## config.mk

```make
export PLATFORM = sky130hd
export DESIGN_NAME = cic_decim_ctrl
export DESIGN_NICKNAME = d
export VERILOG_FILES = /design/src/rtl/cic_pkg.sv /design/src/rtl/cic_rate_counter.sv /design/src/rtl/cic_decim_ctrl.sv
export SDC_FILE = /design/constraint.sdc
export NUM_CORES = 1
export LEC_CHECK = 0
export ABC_AREA = 1
export BUFFER_PORTS_ARGS = -buffer_cell sky130_fd_sc_hd__buf_2
export CORE_MARGIN = 2
export CORE_UTILIZATION = 61
export DETAILED_ROUTE_END_ITERATION = 7
export HOLD_SLACK_MARGIN = 0.15
export PLACE_DENSITY = 0.84
export SYNTH_ARGS = -nofsm -noshare
export SYNTH_HDL_FRONTEND = slang
export SYNTH_HIERARCHICAL = 1
export SYNTH_SLANG_ARGS = --single-unit
```

## constraint.sdc

```tcl
create_clock -name clk_i -period 6.1 [get_ports clk_i]
set_input_delay 0.915 -clock clk_i [delete_from_list [all_inputs] [get_ports clk_i]]
set_output_delay 0.915 -clock clk_i [all_outputs]
set_load 0.01 [all_outputs]
```

## src/rtl/cic_pkg.sv

```systemverilog
// Shared definitions for the CIC decimator and its control sequencer.
package cic_pkg;

  // Default filter geometry; the sequencer and the CIC instance must agree.
  localparam int unsigned CIC_N       = 5;
  localparam int unsigned CIC_M       = 2;
  localparam int unsigned CIC_MAXRATE = 64;

  // Sequencer states.
  typedef enum logic [1:0] {
    ST_IDLE  = 2'd0,
    ST_LOAD  = 2'd1,
    ST_FLUSH = 2'd2,
    ST_RUN   = 2'd3
  } ctrl_state_t;

  // Limit a requested decimation rate to the range the CIC supports.
  function automatic int unsigned clamp_rate(input int unsigned rate,
                                             input int unsigned max_rate);
    if (rate < 32'd2) begin
      return 32'd2;
    end else if (rate > max_rate) begin
      return max_rate;
    end else begin
      return rate;
    end
  endfunction

endpackage

```

## src/rtl/cic_rate_counter.sv

```systemverilog
// Modulo-rate counter: counts enabled events, wraps after rate-1 and flags
// the terminal count combinationally so the caller can act in the same cycle.
module cic_rate_counter #(
  parameter int unsigned WIDTH = 7
) (
  input  logic             clk,
  input  logic             rst_n,
  input  logic             en,
  input  logic             clr,
  input  logic [WIDTH-1:0] rate,
  output logic             tc
);

  logic [WIDTH-1:0] cnt_q;

  assign tc = (cnt_q == (rate - WIDTH'(1)));

  // Count position within the current decimation period; clear wins over count.
  always_ff @(posedge clk or negedge rst_n) begin
    if (!rst_n) begin
      cnt_q <= '0;
    end else if (clr) begin
      cnt_q <= '0;
    end else if (en) begin
      cnt_q <= tc ? '0 : cnt_q + WIDTH'(1);
    end
  end

endmodule

```

## src/rtl/cic_decim_ctrl.sv

```systemverilog
// CIC decimator sequencer: gates input strobes, generates the decimation
// strobe, resets and flushes the CIC after a rate change or sync, and only
// qualifies CIC output samples once the comb history has been flushed.
module cic_decim_ctrl
  import cic_pkg::*;
#(
  parameter int unsigned N          = CIC_N,
  parameter int unsigned M          = CIC_M,
  parameter int unsigned MAXRATE    = CIC_MAXRATE,
  parameter int unsigned RATE_WIDTH = 7,
  parameter int unsigned FLUSH_LEN  = N * M + N + 1
) (
  input  logic                  clk_i,
  input  logic                  rst_n_i,
  input  logic                  en_i,
  input  logic                  valid_i,
  input  logic [RATE_WIDTH-1:0] rate_i,
  input  logic                  rate_wr_i,
  input  logic                  sync_i,
  output logic                  cic_rst_o,
  output logic                  act_o,
  output logic                  act_out_o,
  output logic                  strobe_o,
  output logic                  settled_o,
  output logic [RATE_WIDTH-1:0] rate_o
);

  localparam int unsigned           FCNT_W    = $clog2(FLUSH_LEN + 1);
  localparam logic [RATE_WIDTH-1:0] RATE_MAX  = RATE_WIDTH'(MAXRATE);
  localparam logic [FCNT_W-1:0]     FCNT_LAST = FCNT_W'(FLUSH_LEN - 1);

  ctrl_state_t           state;
  ctrl_state_t           state_nxt;
  logic [RATE_WIDTH-1:0] rate_pend;
  logic [RATE_WIDTH-1:0] rate_cur;
  logic [FCNT_W-1:0]     fcnt;
  logic                  active;
  logic                  act;
  logic                  act_out;
  logic                  dec_tc;
  logic                  reload;
  logic                  load_go;
  logic                  flush_done;
  logic                  strobe_p1;

  // Samples reach the CIC only while it is out of reset and the block is enabled.
  assign active     = (state == ST_FLUSH) || (state == ST_RUN);
  assign act        = en_i & valid_i & active;
  assign act_out    = act & dec_tc;
  // A rate write or sync re-arms the CIC from any non-idle state.
  assign reload     = en_i & (rate_wr_i | sync_i);
  assign load_go    = en_i & (state == ST_LOAD);
  assign flush_done = act_out & (fcnt == FCNT_LAST);

  // Decimation phase counter; restarted on every LOAD so phase follows sync.
  cic_rate_counter #(
    .WIDTH (RATE_WIDTH)
  ) u_dcnt (
    .clk   (clk_i),
    .rst_n (rst_n_i),
    .en    (act),
    .clr   (load_go),
    .rate  (rate_cur),
    .tc    (dec_tc)
  );

  // Sequencer state register.
  always_ff @(posedge clk_i or negedge rst_n_i) begin
    if (!rst_n_i) begin
      state <= ST_IDLE;
    end else begin
      state <= state_nxt;
    end
  end

  // Pending rate: clamped on write, independent of enable so it can be set up early.
  always_ff @(posedge clk_i or negedge rst_n_i) begin
    if (!rst_n_i) begin
      rate_pend <= RATE_MAX;
    end else if (rate_wr_i) begin
      rate_pend <= RATE_WIDTH'(clamp_rate(32'(rate_i), MAXRATE));
    end
  end

  // Applied rate only changes while the CIC is held in reset.
  always_ff @(posedge clk_i or negedge rst_n_i) begin
    if (!rst_n_i) begin
      rate_cur <= RATE_MAX;
    end else if (load_go) begin
      rate_cur <= rate_pend;
    end
  end

  // Flush counter: decimated outputs discarded since the last CIC reset.
  always_ff @(posedge clk_i or negedge rst_n_i) begin
    if (!rst_n_i) begin
      fcnt <= '0;
    end else if (load_go) begin
      fcnt <= '0;
    end else if ((state == ST_FLUSH) && act_out && (fcnt != FCNT_LAST)) begin
      fcnt <= fcnt + FCNT_W'(1);
    end
  end

  // CIC data_o is valid the cycle after act_out; drop it if RUN is being left.
  always_ff @(posedge clk_i or negedge rst_n_i) begin
    if (!rst_n_i) begin
      strobe_p1 <= 1'b0;
    end else begin
      strobe_p1 <= act_out & (state == ST_RUN) & (state_nxt == ST_RUN);
    end
  end

  // Next-state logic and outputs decoded from the state register.
  always_comb begin
    state_nxt = state;
    cic_rst_o = 1'b0;
    settled_o = 1'b0;
    act_o     = act;
    act_out_o = act_out;
    strobe_o  = 1'b0;
    rate_o    = rate_cur;

    unique case (state)
      ST_IDLE: begin
        cic_rst_o = 1'b1;
        if (en_i) begin
          state_nxt = ST_LOAD;
        end
      end
      ST_LOAD: begin
        cic_rst_o = 1'b1;
        if (reload) begin
          state_nxt = ST_LOAD;
        end else if (en_i) begin
          state_nxt = ST_FLUSH;
        end
      end
      ST_FLUSH: begin
        if (reload) begin
          state_nxt = ST_LOAD;
        end else if (flush_done) begin
          state_nxt = ST_RUN;
        end
      end
      ST_RUN: begin
        settled_o = 1'b1;
        strobe_o  = strobe_p1 & en_i;
        if (reload) begin
          state_nxt = ST_LOAD;
        end
      end
      default: begin
        state_nxt = ST_IDLE;
        cic_rst_o = 1'b1;
      end
    endcase
  end

endmodule
```

==> metrics, run 1 <==
Die X between 50 and 60 microns; via count 1,577; # setup viols final 0; post-route ant nets 0; GRT Total Usage 24.9%; instance count of the mapped netlist 245; Finished Layout Cells 304; Yosys warnings 6; Synth Area per Inst 7.08 sq um; Worst Path Arrival 2.47 ns; H-tree depth 2; share of post-route cells with drive strength above 1 16.8%; Least-Margin Pin Slew 0.643 ns; Final Max Slew Viols 0; f_max 295 MHz; Fin. Hold Viols 0; largest net degree at the start of global routing 30; Crit Path Max Fanout 8; CP Class reg -> out; Routed WL 3490 microns; relative slew slack a little under three fifths; Fin Setup TNS 0 ns; CP startpoint kind flip-flop; Multi-input gate area 858 sq um; initial DRC count 39; CTS Hold Bufs 0; register area 728 sq um; Die ar. 0.00329 sq mm; worst clock skew approximately 0.011 ns; Synth cell types 24; # port buffers 24; CTS tree built; IO Pins 25; WL/cell 11.5 microns; status complete, no violations; initial antenna violation count 0; DR DRC count 0; CTS Buffer Depth 2; mapped cell area 0.00174 sq mm; Yosys top cell by area dfrtp_1; # rows 19; leakage 1.11 nW; core area 0.00273 sq mm; CTS clock-pin slew for the worst setup and hold paths 0.10 ns; vias in the first global route approximately 1,500; Detailed Routing Iterations Pass 1 4; #FFs+latches synth 29; Critical Path RT 5.18 ns; Tightest Hold Check Type reg -> reg; Post-CTS Setup Bufs 0; crit path time final 3.38 ns; Root Buffer clkbuf_4; worst vdd ir 0.000241 V; via/cell ratio between 5 and 6; share of the synthesized area in the top cell type around 39%; main area contributors after synthesis dfrtp_1 39%, nand2_1 18%, inv_1 7.6%; post-synthesis sequential area ratio 42.0%; area delta synth->final 13.0%; # nets final around 290; Die H 57.3 microns; TritonCTS Sinks 29; global-route wire length before repair 6300 microns; Ant. Diodes 0; gp weighted congestion about 0.86; Num CTS Buffers 5; Crit. End Element primary output; PostCTS Resize Cnt 0; DP HPWL around 2600 microns; number of max-cap violations 0; Power Density 304 mW/mm^2; Final Cycle Share a little under three fifths; Starting Density around 63%; Layout fillers 234; RSZ-0062 raised after global routing no; syn_nets 262; GRT Residual Overflow 0; insertion delay to the later sink of the worst-skew pair 0.32 ns; placed insts between 200 and 300
synth_stat cells, drive strengths merged:
cell type	instances
nand3b	2
xor2	4
nor3b	1
buf	2
o21ai	13
a21oi	3
or2	1
and3	1
nand2	87
nor2	32
nand4	3
ha	4
xnor2	2
dfstp	2
clkbuf	2
dfrtp	27
nand3	22
nor3	2
inv	35
logic make-up after synthesis:
group,after synthesis,share of synthesized area (%)
buffers and inverters,39,8.58
XOR/XNOR,6,3.03
flip-flops,29,42.0
AND/OR/NAND/NOR,151,38.9
AO/OA/AOI/OAI,16,4.61
adder cells (fa/ha/maj),4,2.88
final cells by class:
| cell class | count | area share [%] |
|---|---|---|
| clock buffers | 7 | 2.81 |
| multi-input cells | 177 | 43.8 |
| inverters | 35 | 6.70 |
| repair buffers | 24 | 6.12 |
| well taps | 31 | 1.98 |
| clock inverters | 1 | 1.53 |
| flip-flops and latches | 29 | 37.1 |
sequential cells by signal, summed over array words and instances, names as in the netlist:
register,cells
rate_o,7
fcnt,5
state,2
u_dcnt/cnt_q,7
rate_pend,7
strobe_p1,1
stage by stage:
stage	setup slack [ns]	total power [W]	instance area, sq um	hold WS, ns	util, %
after floorplan	3.39	0.000386	1740	0.443	-
after global placement	3.16	0.000435	1880	0.482	68.6
after detailed placement	3.07	0.000438	1880	0.486	68.6
after CTS	2.71	0.000602	1960	0.501	71.8
after global routing	2.46	0.000642	1960	0.536	71.8
final	2.72	0.000597	1960	0.495	71.8
critical path, cell delays in order (launching register included):
cell and delay, ns:
dfrtp_1 0.42, inv_1 0.14, ha_1 0.24, nand2_1 0.09
nor2_1 0.14, nand3_1 0.08, nand2_1 0.06, nand2_1 0.05
nor2_2 0.09, nand2_2 0.12, inv_1 0.08, inv_1 0.06
nor3_4 0.36, buf_2 0.21
worst paths after layout:
check | cells after the start | slack (ns) | end | start
max reg2reg | 15 | 3.76 | fcnt[0]$_DFFE_PN0P_ | rate_o[0]$_DFFE_PN0P_
max in group asynchronous | 1 | 5.07 | rate_pend[0]$_DFFE_PN0P_ | rst_n_i
max | 13 | 2.72 | act_out_o | rate_o[0]$_DFFE_PN0P_
min in group asynchronous | 1 | 0.60 | strobe_p1$_DFF_PN0_ | rst_n_i
min reg2reg | 2 | 0.50 | rate_pend[6]$_DFFE_PN1P_ | rate_pend[6]$_DFFE_PN1P_
min | 2 | 0.50 | rate_pend[6]$_DFFE_PN1P_ | rate_pend[6]$_DFFE_PN1P_
placed cells by master, fill, tap and decap left out, drive strengths merged, types with 3 or more instances in the layout:
master	instances
a21oi	3
buf	24
dfrtp	27
nand3	22
nand2	87
xor2	4
nor2	32
inv	35
ha	4
nand4	3
o21ai	13
clkbuf	7
power breakdown:
part | total, W | leakage [nW] | internal (W) | switching [W]
clock network | 0.000162 | 0.0455 | 0.0000978 | 0.0000643
logic | 0.000178 | 0.686 | 0.0000681 | 0.000110
registers | 0.000257 | 0.376 | 0.000220 | 0.0000369
per-layer routing:
metal  part of all wire (%)  global-route usage (%)  wire, microns
met4                    1.7                    9.30             61
met2                     49                    42.5           1730
met3                    3.2                    4.31            113
met1                     46                    31.6           1590
met5                      0                       0              0
Power figures use the tool's default switching activity.
==> inputs of run 2 (changes only) <==
--- a/config.mk
+++ b/config.mk
@@ -5,13 +5,13 @@
 export SDC_FILE = /design/constraint.sdc
 export NUM_CORES = 1
 export LEC_CHECK = 0
-export ABC_AREA = 1
+export ABC_AREA = 0
 export BUFFER_PORTS_ARGS = -buffer_cell sky130_fd_sc_hd__buf_2
 export CORE_MARGIN = 2
-export CORE_UTILIZATION = 61
+export CORE_UTILIZATION = 56
 export DETAILED_ROUTE_END_ITERATION = 7
 export HOLD_SLACK_MARGIN = 0.15
-export PLACE_DENSITY = 0.84
+export PLACE_DENSITY = 0.79
 export SYNTH_ARGS = -nofsm -noshare
 export SYNTH_HDL_FRONTEND = slang
 export SYNTH_HIERARCHICAL = 1
==> constraint.sdc (replaced) <==
create_clock -name clk_i -period 3.2 [get_ports clk_i]
set_input_delay 0.48 -clock clk_i [delete_from_list [all_inputs] [get_ports clk_i]]
set_output_delay 0.48 -clock clk_i [all_outputs]
set_load 0.01 [all_outputs]
==> run 2 against run 1 <==
  * Worst setup slack worse by 2.4 ns
  * Register-to-register slack worse by 3.1 ns
  * Synthesized area down 6.6%
  * Routed wire length down 6.3%
  * Clock skew down 0.0037 ns
  * Cell count down 24%
  * Synthesized cell count down 29%
  * Critical endpoint unchanged
  * Via count down 16%
  * Combinational power up 84%
  * Worst hold slack worse by 0.35 ns
  * Sequential power up 94%
  * Sequential cell count unchanged
==> metrics, run 2 <==
CP max stage delay 0.46 ns; syn_nets 190; Layout fillers 244; EDFF count, synth 0; Comb pwr share a little under a third; Root Buffer clkbuf_4; Crit-path slowest cell dfrtp_1; Die ar. ~0.0033 sq mm; GRT Total Usage 22.3%; initial antenna violation count 0; #FFs+latches synth 29; Cell Area, Placed between 0.0015 and 0.002 sq mm; xor/xnor share of the synthesized area between 4 and 5%; insertion delay to the later sink of the worst-skew pair 0.34 ns; CP startpoint kind flip-flop; Starting Density 58.8%; Crit Path Max Fanout 10; worst vdd ir 0.000486 V; share of power burned in registers 47.5%; instance count of the mapped netlist between 150 and 200; Post-synth top cells 27 x dfrtp_1, 19 x nand2_1, 17 x inv_1; Die X between 50 and 60 microns; number of max-cap violations 0; via count 1,328; Final Instance Area ~0.0018 sq mm; Yosys warnings 6; Tightest Hold Check Type in -> async; reg2reg start rate_o[0]$_DFFE_PN0P_; share of post-route cells with drive strength above 1 21.1%; NetSw approximately 0.00040 W; crit path time final 2.85 ns; timing startpoint of the critical path rate_o[0]$_DFFE_PN0P_; worst clock skew approximately 0.0072 ns; Async SR Flop Fraction 100%; main area contributors after synthesis dfrtp_1 42%, nand2_1 4.4%, inv_1 3.9%; core area 0.00276 sq mm; gp weighted congestion 0.809; DR DRC count 0; Multi-input gate area 790 sq um; Power Density 585 mW/mm^2; WL/cell 14.2 microns; Final Cycle Share 89.1%; via/cell ratio approximately 5.8; Yosys top cell by area dfrtp_1; Sw Share 38.1%; PostCTS Resize Cnt 0; largest family of logic cells by synthesized area simple AND/OR/NAND/NOR gates; Die H 57.8 microns; worst-path cell chain inv_1 -> ha_1 -> nand2b_1 -> o21bai_1 -> a31oi_1 -> nand4_4 -> inv_1 -> nand4_4 -> inv_1 -> buf_2; CTS clock-pin slew for the worst setup and hold paths 0.10 ns; top-count cell post-synth dfrtp_1; mapped cell area 0.00162 sq mm; GRT Residual Overflow 0; H-tree depth 2; Post-CTS Setup Bufs 0; Least-Margin Pin Slew 0.690 ns; Detailed Routing Iterations Pass 1 5; global-route wire length before repair 5690 microns; Reg2Reg Depth 10; post-route ant nets 0; CTS Hold Bufs 0; Critical Path RT 2.72 ns; register area 728 sq um; CTS tree built; P_int 0.000650 W; vias in the first global route 1,247; DP HPWL 2390 microns; cell repeated most along the worst path inv_1; Clk pwr share 21.3%; Synth Area in Simple Gates roughly a quarter; Final Max Slew Viols 0; area delta synth->final 10.8%; Worst Path Arrival 2.37 ns; overall power 0.00105 W; largest net degree at the start of global routing 30; # setup viols final 0; Routed WL 3270 microns; initial DRC count between 50 and 60; relative slew slack 53.9%; adder-cell share of the synthesized area slightly above 3%; TritonCTS Sinks 29; Fin Setup TNS 0 ns; leakage 0.865 nW; f_max 351 MHz; Most used DFF post-synth dfrtp_1; # rows 19; status complete, no violations; Synth Area per Inst 9.37 sq um; compound-gate portion of the synthesized area 14.5%; IO Pins 25; Synth cell types 40; Num CTS Buffers 5; RSZ-0062 raised after global routing no; Crit. End Element primary output; most common cell after layout, fill and taps aside dfrtp_1; mux share of post-synthesis cell area 1.39%; # port buffers 24; CP Class reg -> out; post-synthesis sequential area ratio 44.9%; Fin. Hold Viols 0; # nets final around 220; most frequent cells in the layout 27 x dfrtp_1, 24 x buf_2, 19 x nand2_1; share of the synthesized area in the top cell type 41.7%; Ant. Diodes 0; CTS Buffer Depth 2
-- run 2: cell count changes in the layout (fill, tap and decap cells not counted), moves of 6 or more --
| cell | delta |
|---|---|
| nand2_1 | -64 |
| nor2_1 | -19 |
| inv_1 | -18 |
| nand3_1 | -14 |
| nand2b_1 | +7 |
| and3_1 | +6 |
| o21ai_1 | +6 |
-- run 2: cell type report --
cell class	instances	area share, %
inverter	17	3.55
sequential	29	40.6
clock buffer	5	2.09
timing repair buffer	24	6.69
tap	31	2.16
clock inverter	3	0.976
multi-input combinational	121	44.0
-- run 2: worst paths after layout --
path,end,slack [ns]
worst min-delay path,u_dcnt/cnt_q[3]$_DFFE_PN0P_,0.14
max in group asynchronous,rate_o[5]$_DFFE_PN0P_,2.63
min in group clk_i,rate_pend[2]$_DFFE_PN0P_,0.38
worst max register to register,fcnt[3]$_DFFE_PN0P_,0.67
worst max-delay path,act_out_o,0.35
worst min register to register,fcnt[0]$_DFFE_PN0P_,0.52
-- run 2: stage by stage --
stage / cells / util, % / setup WS, ns / hold WS, ns
global route: 230 / 65.1 / 0.111 / 0.196
finish: 230 / 65.1 / 0.350 / 0.143
floorplan: 173 / - / 0.866 / 0.184
global placement: 222 / 63.1 / 0.798 / 0.500
CTS: 230 / 65.1 / 0.337 / 0.165
detailed placement: 222 / 63.1 / 0.664 / 0.506
-- run 2: cell families after synthesis --
family | after synthesis
buffers and inverters | 23
DFF | 29
xor gates and xnor gates | 9
AOI/OAI and AO/OA | 39
and+or+nand+nor | 67
adders and majority gates | 4
muxes | 2
-- run 2: worst max-delay path, delay by kind of cell (launching register included) --
kind	cells	cell delay [ns]
AOI/OAI and AO/OA	2	0.46
and+or+nand+nor	3	0.49
DFF	1	0.46
adders and majority gates	1	0.15
buffers and inverters	4	0.48
-- run 2: layer usage --
metal | wire length, microns | global-route usage, % | vias up | part of all wire (%)
li1 | - | - | 654 | -
met1 | 1500 | 29.5 | 625 | 46
met2 | 1530 | 34.3 | 41 | 47
met3 | 170 | 6.47 | 8 | 5.2
met4 | 66 | 9.30 | 0 | 2.0
met5 | 0 | 0 | - | 0
-- run 2: power by group through the flow --
stage,Sequential [W],Clock (W),Combinational (W)
5_1_grt,0.000510,0.000239,0.000367
6_report,0.000499,0.000224,0.000328
2_1_floorplan,0.000499,0,0.000240
4_1_cts,0.000498,0.000230,0.000329
3_3_place_gp,0.000501,0,0.000307
3_5_place_dp,0.000506,0,0.000328
